$ cat config.mk
export PLATFORM = sky130hd
export DESIGN_NAME = hazard_ctrl_flat
export DESIGN_NICKNAME = d
export VERILOG_FILES = /design/src/rtl/cpu_pkg.sv /design/src/rtl/hazard_ctrl_if.sv /design/src/rtl/fwd_unit.sv /design/src/rtl/hazard_ctrl.sv /design/src/flat_wrapper.sv
export SDC_FILE = /design/constraint.sdc
export NUM_CORES = 1
export LEC_CHECK = 0
export BUFFER_PORTS_ARGS = -buffer_cell sky130_fd_sc_hd__buf_2
export CAP_MARGIN = 20
export CORE_ASPECT_RATIO = 0.6
export CORE_UTILIZATION = 48
export CTS_BUF_LIST = sky130_fd_sc_hd__clkbuf_4 sky130_fd_sc_hd__clkbuf_8
export DETAILED_ROUTE_END_ITERATION = 10
export GPL_TIMING_DRIVEN = 0
export PLACE_DENSITY = 0.8
export SLEW_MARGIN = 5
export SYNTH_ARGS = -nofsm -noshare
export SYNTH_HDL_FRONTEND = slang
export SYNTH_SLANG_ARGS = --single-unit
$ cat constraint.sdc
create_clock -name clk -period 1.7 [get_ports clk]
set_input_delay 0.34 -clock clk [delete_from_list [all_inputs] [get_ports clk]]
set_output_delay 0.34 -clock clk [all_outputs]
set_load 0.05 [all_outputs]
$ cat src/rtl/cpu_pkg.sv
// Shared pipeline-control types: forwarding selects, hazard FSM states and
// the architectural zero register (XZR), which never carries a dependency.
package cpu_pkg;

    typedef enum logic [1:0] {
        FWD_RF  = 2'b00,
        FWD_MEM = 2'b01,
        FWD_WB  = 2'b10
    } fwd_sel_t;

    typedef enum logic [1:0] {
        RUN,
        LSTALL,
        FLUSH
    } hz_state_t;

    localparam logic [4:0] ZERO_REG = 5'd31;

endpackage

$ cat src/rtl/hazard_ctrl_if.sv
// Signal bundle between the pipeline datapath and the hazard controller.
// master: the datapath side (drives stage fields, consumes controls).
// slave : the hazard controller.
interface hazard_ctrl_if;
    import cpu_pkg::*;

    logic [4:0] id_Rn;
    logic [4:0] id_Rm;
    logic       id_usesRn;
    logic       id_usesRm;
    logic       id_readsFlags;
    logic [4:0] ex_Rd;
    logic       ex_RegWrite;
    logic       ex_MemToReg;
    logic       ex_flagWrite;
    logic [4:0] mem_Rd;
    logic       mem_RegWrite;
    logic [4:0] wb_Rd;
    logic       wb_RegWrite;
    logic       ex_branchTaken;
    logic       pc_write;
    logic       ifid_write;
    logic       ifid_flush;
    logic       idex_bubble;
    fwd_sel_t   fwdA;
    fwd_sel_t   fwdB;

    modport master (
        output id_Rn, id_Rm, id_usesRn, id_usesRm, id_readsFlags,
        output ex_Rd, ex_RegWrite, ex_MemToReg, ex_flagWrite,
        output mem_Rd, mem_RegWrite, wb_Rd, wb_RegWrite, ex_branchTaken,
        input  pc_write, ifid_write, ifid_flush, idex_bubble, fwdA, fwdB
    );

    modport slave (
        input  id_Rn, id_Rm, id_usesRn, id_usesRm, id_readsFlags,
        input  ex_Rd, ex_RegWrite, ex_MemToReg, ex_flagWrite,
        input  mem_Rd, mem_RegWrite, wb_Rd, wb_RegWrite, ex_branchTaken,
        output pc_write, ifid_write, ifid_flush, idex_bubble, fwdA, fwdB
    );

endinterface

$ cat src/rtl/fwd_unit.sv
// Operand forwarding select for one source register. The younger EX/MEM
// result takes precedence over MEM/WB; writes to XZR are never forwarded.
module fwd_unit
    import cpu_pkg::*;
#(
    parameter logic [4:0] ZERO_REG = cpu_pkg::ZERO_REG
) (
    input  logic [4:0] src,
    input  logic [4:0] mem_rd,
    input  logic       mem_reg_write,
    input  logic [4:0] wb_rd,
    input  logic       wb_reg_write,
    output fwd_sel_t   sel
);

    // pick the newest producer of src, falling back to the register file
    always_comb begin
        sel = FWD_RF;
        if (mem_reg_write && (mem_rd != ZERO_REG) && (mem_rd == src)) begin
            sel = FWD_MEM;
        end else if (wb_reg_write && (wb_rd != ZERO_REG) && (wb_rd == src)) begin
            sel = FWD_WB;
        end
    end

endmodule

$ cat src/rtl/hazard_ctrl.sv
// Hazard controller for the 5-stage pipeline: load-use and flag-use stalls,
// taken-branch flushes and operand forwarding selects.
// Build option: HAZARD_STATS_EN adds saturating stall/flush bubble counters.
module hazard_ctrl
    import cpu_pkg::*;
#(
    parameter int         LOAD_STALL_CYCLES = 1,
    parameter int         FLUSH_CYCLES      = 2,
    parameter logic [4:0] ZERO_REG          = cpu_pkg::ZERO_REG
) (
    input  logic         clk,
    input  logic         reset,
    hazard_ctrl_if.slave bus
`ifdef HAZARD_STATS_EN
    ,
    output logic [31:0]  stall_count,
    output logic [31:0]  flush_count
`endif
);

    localparam logic [2:0] LOAD_RELOAD  = 3'(LOAD_STALL_CYCLES - 1);
    localparam logic [2:0] FLUSH_RELOAD = 3'(FLUSH_CYCLES - 1);

    hz_state_t  state_reg, state_next;
    logic [2:0] cnt_reg, cnt_next;
    logic [4:0] rn_lat_reg, rm_lat_reg;
    logic       load_use, flag_use;
    logic       stall_req, flush_req;
    logic       stall_act, flush_act;

    assign load_use = bus.ex_RegWrite & bus.ex_MemToReg & (bus.ex_Rd != ZERO_REG) &
                      ((bus.id_usesRn & (bus.ex_Rd == bus.id_Rn)) |
                       (bus.id_usesRm & (bus.ex_Rd == bus.id_Rm)));
    assign flag_use = bus.id_readsFlags & bus.ex_flagWrite;

    // FSM state and remaining-cycle counter
    always_ff @(posedge clk or negedge reset) begin
        if (!reset) begin
            state_reg <= RUN;
            cnt_reg   <= 3'd0;
        end else begin
            state_reg <= state_next;
            cnt_reg   <= cnt_next;
        end
    end

    // next state and stall/flush requests; a taken branch beats any stall
    always_comb begin
        state_next = state_reg;
        cnt_next   = cnt_reg;
        stall_req  = 1'b0;
        flush_req  = 1'b0;
        case (state_reg)
            RUN: begin
                if (bus.ex_branchTaken) begin
                    flush_req = 1'b1;
                    if (FLUSH_CYCLES > 1) begin
                        state_next = FLUSH;
                        cnt_next   = FLUSH_RELOAD;
                    end
                end else if (load_use) begin
                    stall_req = 1'b1;
                    if (LOAD_STALL_CYCLES > 1) begin
                        state_next = LSTALL;
                        cnt_next   = LOAD_RELOAD;
                    end
                end else if (flag_use) begin
                    stall_req = 1'b1;
                end
            end
            LSTALL: begin
                if (bus.ex_branchTaken) begin
                    flush_req = 1'b1;
                    if (FLUSH_CYCLES > 1) begin
                        state_next = FLUSH;
                        cnt_next   = FLUSH_RELOAD;
                    end else begin
                        state_next = RUN;
                        cnt_next   = 3'd0;
                    end
                end else begin
                    stall_req = 1'b1;
                    cnt_next  = cnt_reg - 3'd1;
                    if (cnt_reg <= 3'd1) begin
                        state_next = RUN;
                        cnt_next   = 3'd0;
                    end
                end
            end
            FLUSH: begin
                flush_req = 1'b1;
                cnt_next  = cnt_reg - 3'd1;
                if (cnt_reg <= 3'd1) begin
                    state_next = RUN;
                    cnt_next   = 3'd0;
                end
            end
            default: begin
                state_next = RUN;
                cnt_next   = 3'd0;
            end
        endcase
    end

    // controls fall back to free-running values the instant reset asserts
    always_comb begin
        stall_act       = reset & stall_req;
        flush_act       = reset & flush_req;
        bus.pc_write    = ~stall_act;
        bus.ifid_write  = ~stall_act;
        bus.ifid_flush  = flush_act;
        bus.idex_bubble = stall_act | flush_act;
    end

    // source registers of the instruction now in EX; a bubble carries XZR
    always_ff @(posedge clk or negedge reset) begin
        if (!reset) begin
            rn_lat_reg <= ZERO_REG;
            rm_lat_reg <= ZERO_REG;
        end else if (bus.idex_bubble) begin
            rn_lat_reg <= ZERO_REG;
            rm_lat_reg <= ZERO_REG;
        end else begin
            rn_lat_reg <= bus.id_Rn;
            rm_lat_reg <= bus.id_Rm;
        end
    end

    logic [4:0] fwd_src [2];
    fwd_sel_t   fwd_sel [2];

    assign fwd_src[0] = rn_lat_reg;
    assign fwd_src[1] = rm_lat_reg;

    for (genvar gi = 0; gi < 2; gi++) begin : g_fwd
        fwd_unit #(.ZERO_REG(ZERO_REG)) u_fwd (
            .src           (fwd_src[gi]),
            .mem_rd        (bus.mem_Rd),
            .mem_reg_write (bus.mem_RegWrite),
            .wb_rd         (bus.wb_Rd),
            .wb_reg_write  (bus.wb_RegWrite),
            .sel           (fwd_sel[gi])
        );
    end

    assign bus.fwdA = fwd_sel[0];
    assign bus.fwdB = fwd_sel[1];

`ifdef HAZARD_STATS_EN
    // saturating counts of bubble cycles, split by cause
    always_ff @(posedge clk or negedge reset) begin
        if (!reset) begin
            stall_count <= 32'd0;
            flush_count <= 32'd0;
        end else begin
            if (stall_act && (stall_count != 32'hFFFF_FFFF)) begin
                stall_count <= stall_count + 32'd1;
            end
            if (flush_act && (flush_count != 32'hFFFF_FFFF)) begin
                flush_count <= flush_count + 32'd1;
            end
        end
    end
`else
    // without statistics the controller has no extra state
`endif

endmodule

$ cat src/flat_wrapper.sv
// flat-port wrapper written by rule: the top's interface ports become plain ports
module hazard_ctrl_flat import cpu_pkg::*;
#(
    parameter int         LOAD_STALL_CYCLES = 1,
    parameter int         FLUSH_CYCLES      = 2,
    parameter logic [4:0] ZERO_REG          = cpu_pkg::ZERO_REG
)
  (clk, reset, bus_id_Rn, bus_id_Rm, bus_id_usesRn, bus_id_usesRm, bus_id_readsFlags, bus_ex_Rd, bus_ex_RegWrite, bus_ex_MemToReg, bus_ex_flagWrite, bus_mem_Rd, bus_mem_RegWrite, bus_wb_Rd, bus_wb_RegWrite, bus_ex_branchTaken, bus_pc_write, bus_ifid_write, bus_ifid_flush, bus_idex_bubble, bus_fwdA, bus_fwdB);
  hazard_ctrl_if bus_i ();
  input  logic clk;
  input  logic reset;
  input wire logic [$bits(bus_i.id_Rn)-1:0] bus_id_Rn;
  input wire logic [$bits(bus_i.id_Rm)-1:0] bus_id_Rm;
  input wire logic [$bits(bus_i.id_usesRn)-1:0] bus_id_usesRn;
  input wire logic [$bits(bus_i.id_usesRm)-1:0] bus_id_usesRm;
  input wire logic [$bits(bus_i.id_readsFlags)-1:0] bus_id_readsFlags;
  input wire logic [$bits(bus_i.ex_Rd)-1:0] bus_ex_Rd;
  input wire logic [$bits(bus_i.ex_RegWrite)-1:0] bus_ex_RegWrite;
  input wire logic [$bits(bus_i.ex_MemToReg)-1:0] bus_ex_MemToReg;
  input wire logic [$bits(bus_i.ex_flagWrite)-1:0] bus_ex_flagWrite;
  input wire logic [$bits(bus_i.mem_Rd)-1:0] bus_mem_Rd;
  input wire logic [$bits(bus_i.mem_RegWrite)-1:0] bus_mem_RegWrite;
  input wire logic [$bits(bus_i.wb_Rd)-1:0] bus_wb_Rd;
  input wire logic [$bits(bus_i.wb_RegWrite)-1:0] bus_wb_RegWrite;
  input wire logic [$bits(bus_i.ex_branchTaken)-1:0] bus_ex_branchTaken;
  output wire logic [$bits(bus_i.pc_write)-1:0] bus_pc_write;
  output wire logic [$bits(bus_i.ifid_write)-1:0] bus_ifid_write;
  output wire logic [$bits(bus_i.ifid_flush)-1:0] bus_ifid_flush;
  output wire logic [$bits(bus_i.idex_bubble)-1:0] bus_idex_bubble;
  output wire logic [$bits(bus_i.fwdA)-1:0] bus_fwdA;
  output wire logic [$bits(bus_i.fwdB)-1:0] bus_fwdB;
  assign bus_i.id_Rn = bus_id_Rn;
  assign bus_i.id_Rm = bus_id_Rm;
  assign bus_i.id_usesRn = bus_id_usesRn;
  assign bus_i.id_usesRm = bus_id_usesRm;
  assign bus_i.id_readsFlags = bus_id_readsFlags;
  assign bus_i.ex_Rd = bus_ex_Rd;
  assign bus_i.ex_RegWrite = bus_ex_RegWrite;
  assign bus_i.ex_MemToReg = bus_ex_MemToReg;
  assign bus_i.ex_flagWrite = bus_ex_flagWrite;
  assign bus_i.mem_Rd = bus_mem_Rd;
  assign bus_i.mem_RegWrite = bus_mem_RegWrite;
  assign bus_i.wb_Rd = bus_wb_Rd;
  assign bus_i.wb_RegWrite = bus_wb_RegWrite;
  assign bus_i.ex_branchTaken = bus_ex_branchTaken;
  assign bus_pc_write = bus_i.pc_write;
  assign bus_ifid_write = bus_i.ifid_write;
  assign bus_ifid_flush = bus_i.ifid_flush;
  assign bus_idex_bubble = bus_i.idex_bubble;
  assign bus_fwdA = bus_i.fwdA;
  assign bus_fwdB = bus_i.fwdB;
  hazard_ctrl #(.LOAD_STALL_CYCLES(LOAD_STALL_CYCLES), .FLUSH_CYCLES(FLUSH_CYCLES), .ZERO_REG(ZERO_REG)) u_core (.clk(clk), .reset(reset), .bus(bus_i));
endmodule
==> summary.md <==
| Metric | Value |
|---|---|
| Run status | finished, violations left |
| Violations in the final reports | negative setup slack |
| CTS tree | built |
| Kind of end point of the critical path | primary output |
| Library cell contributing the largest single delay on the critical path | sky130_fd_sc_hd__dfstp_2 |
| Global router's overall resource usage | 0.3317 |
| Setup repair after global routing missed its margin | true |
| Setup Skew | 0.001877 ns |
| Predominant post-synthesis flop cell | sky130_fd_sc_hd__dfstp_2 |
| Synth Net Count | 150 |
| Path class of the lowest-slack min-delay path | primary input to async pin |
| Number of antenna repair diodes | 0 |
| Final worst setup slack | -0.4457 ns |
| Multi-input gate area in the final layout | 782.0 µm² |
| Total chip power | 1.835 mW |
| Flop2flop setup slack | 0.08 ns |
| Insertion delay of the later-clocked pin in the worst-skew pair | 0.25 ns |
| First element of the critical path | u_core.rn_lat_reg[1] |
| Leakage power figure | 0.7261 nW |
| Area overhead of the layout relative to synthesis | 59.67% |
| Filler instances | 97 |
| Share of synthesized area spent on multiplexers | 0 |
| PD cells | 1077 nW/µm² |
| Buffer type at the clock tree root | sky130_fd_sc_hd__clkbuf_8 |
| Place WS | -0.3983 ns |
| Most frequent standard cell in the layout excluding fill and tap cells | sky130_fd_sc_hd__buf_2 |
| Final period util | 1.262 |
| Type of element launching the critical path | flop |
| Clock transition at the registers of the reported paths | 0.06 ns |
| Length in cells of the worst reg-to-reg path | 9 |
| Worst EP arrival | 1.81 ns |
| Compound-gate portion of the synthesized area | 0.09027 |
| Initial antenna violation count | 0 |
| Standard-cell rows | 12 |
| Initial Util | 0.5426 |
| Half-perimeter wire length after placement | 2.149 mm |
| Number of remaining DRC errors | 0 |
| Final hold violation count | 0 |
| Sum of overflow across all layers after global routing | 0 |
| Number of synthesized register bits | 15 |
| Dpl cells | 183 |
| Count of placed standard cells in the final layout, fillers left out | 204 |
| Transition time at the pin with the least slew margin | 0.4269 ns |
| Total length of routed wires | 3.564 mm |
| Iteration-0 DRC Markers | 41 |
| End point of the critical path | bus_fwdA[1] |
| Buffers on Ports | 43 |
| Avg Synthesized Cell Area | 9.529 µm² |
| Vias in the first global route | 1142 |
| Worst-case headroom to the max-slew limit | 0.7135 |
| Wire length of the first global-routing pass | 5.692 mm |
| Area of the die | 2422 µm² |
| Per-cell via count in the routed design | 5.456 |
| Class of the most critical setup path | flop to primary output |
| List of cells traversed by the critical path | xor2_2 -> or4_4 -> nor4_4 -> buf_6 |
| Time the worst path needs with I/O delays and setup | 2.146 ns |
| Maximum clock insertion buffer count | 2 |
| Synthesized cell area | 1067 µm² |
| DIE WIDTH | 62.88 µm |
| Sum of negative setup slack | -1.969 ns |
| Maximum vdd ir drop | 704.7 µV |
| Main combinational cell family by area after synthesis | XOR/XNOR gates |
| Pin count of the biggest net entering global routing | 18 |
| Number of endpoints failing setup at the final stage | 8 |
| Maximum capacitance violations | 0 |
| Number of nets in the layout | 215 |
| Share of cells above drive strength 1 | 0.5739 |
| Deepest level of the CTS H-tree | 1 |
| Distinct cell type count after synthesis | 29 |
| Final slew viol count | 0 |
| Number of CTS-inserted buffers | 3 |
| Routed length per instance | 17.47 µm |
| Post-synthesis share of cell area spent on xor and xnor gates | 0.2544 |
| Cells after Synth | 112 |
| Number of synthesized flops with an enable pin | 0 |
| Sink count of the clock tree | 15 |
| Final standard cell utilization of the core | 0.8664 |
| Remaining number of nets flagged by the antenna check after routing | 0 |
| Critical path fanouts, max | 2 |
| Critical R2R Launch | u_core.state_reg[1] |
| Highest clock frequency the design can meet | 0.4661 GHz |
| Routability congestion estimate | 0.7909 |
| CORE AREA | 1967 µm² |
| Register area share after synthesis | 0.3634 |
| Top library cells by usage in the layout, fill and taps aside | sky130_fd_sc_hd__buf_2, sky130_fd_sc_hd__xnor2_1, sky130_fd_sc_hd__buf_4, sky130_fd_sc_hd__xor2_1 |
| Warnings from Yosys | 0 |
| Crit path largest cell delay | 0.56 ns |
| Detailed-route via count | 1113 |
| Reg-to-reg endpoint | u_core.cnt_reg[1] |
| Simple-gate portion of the synthesized area | 0.2321 |
| Post-synth ARST share | 1.000 |
| DR pass1 iterations | 6 |
| Data required, critical path | 1.36 ns |
| DIE HEIGHT | 38.53 µm |
| Fraction of the mapped netlist area in adder cells | 0.02345 |
| Total I/O pin count | 44 |
| Sequential standard cell area | 390.4 µm² |
## per-layer routing
layer	GRT usage	vias to the layer above	wire (µm)
met1	0.3905	517	1495
met5	0	-	0
met4	0.1919	0	116
met3	0.03571	13	205
met2	0.6129	64	1746
li1	-	519	-
## Yosys cell counts, types with 2 or more instances
cell	n	area share
sky130_fd_sc_hd__a21oi_1	3	0.014
sky130_fd_sc_hd__dfrtp_1	5	0.12
sky130_fd_sc_hd__dfstp_2	10	0.25
sky130_fd_sc_hd__ha_1	2	0.023
sky130_fd_sc_hd__inv_1	4	0.014
sky130_fd_sc_hd__nand2_1	12	0.042
sky130_fd_sc_hd__nand3_1	5	0.023
sky130_fd_sc_hd__nand3b_1	10	0.070
sky130_fd_sc_hd__nand4_1	2	0.012
sky130_fd_sc_hd__nor2_1	5	0.018
sky130_fd_sc_hd__nor4_1	2	0.012
sky130_fd_sc_hd__nor4_2	2	0.023
sky130_fd_sc_hd__o21ai_0	4	0.019
sky130_fd_sc_hd__or4_1	2	0.014
sky130_fd_sc_hd__xnor2_1	17	0.14
sky130_fd_sc_hd__xor2_1	14	0.11
## timing repair
item                       CTS  global route
setup endpoints to repair    8             8
cloned                       1             0
pin swaps                    9             2
gates resized for setup     34             8
hold endpoints to repair     0             0
buffers inserted            15             3
hold buffers                 0             0
## power breakdown
group	leakage, nW	internal [mW]	switching (mW)	total [mW]
Sequential	0.168	0.481	0.0937	0.575
Combinational	0.532	0.435	0.520	0.955
Clock	0.0262	0.182	0.123	0.305
Total	0.726	1.10	0.736	1.83
## final cells by class
cell class / count / share of cell area
multi-input combinational: 91 / 0.4589
timing repair buffer: 60 / 0.2394
sequential: 15 / 0.2291
clock buffer: 4 / 0.02863
tap: 28 / 0.02056
buffer: 2 / 0.01322
inverter: 4 / 0.01028
## logic make-up after synthesis
logic type               count (synthesis)
adder cells (fa/ha/maj)                  2
buffers and inverters                    7
XOR/XNOR                                31
AO/OA/AOI/OAI                           14
flip-flops                              15
AND/OR/NAND/NOR                         43
## per-stage QoR
stage,hold slack (ns),area [µm²]
3_5_place_dp,0.2592,1375
5_1_grt,0.02613,1704
6_report,0.004031,1704
2_1_floorplan,0.04441,1125
4_1_cts,0.005373,1658
3_3_place_gp,0.2568,1375
## worst min path at each step
stage	startpoint	to	depth (start not counted)
final	reset	u_core.state_reg[0]	1
after floorplan	reset	u_core.cnt_reg[0]	0
after global routing	reset	u_core.cnt_reg[2]	1
after global placement	reset	u_core.state_reg[0]	1
after CTS	reset	u_core.cnt_reg[2]	1
after detailed placement	reset	u_core.state_reg[0]	1
## critical path: cells and delay by family, from the launching register on
| family | cells | cell delay [ns] |
|---|---|---|
| buffers and inverters | 1 | 0.20 |
| xor gates and xnor gates | 1 | 0.08 |
| DFF | 1 | 0.56 |
| and+or+nand+nor | 2 | 0.72 |
Power figures use the tool's default switching activity.
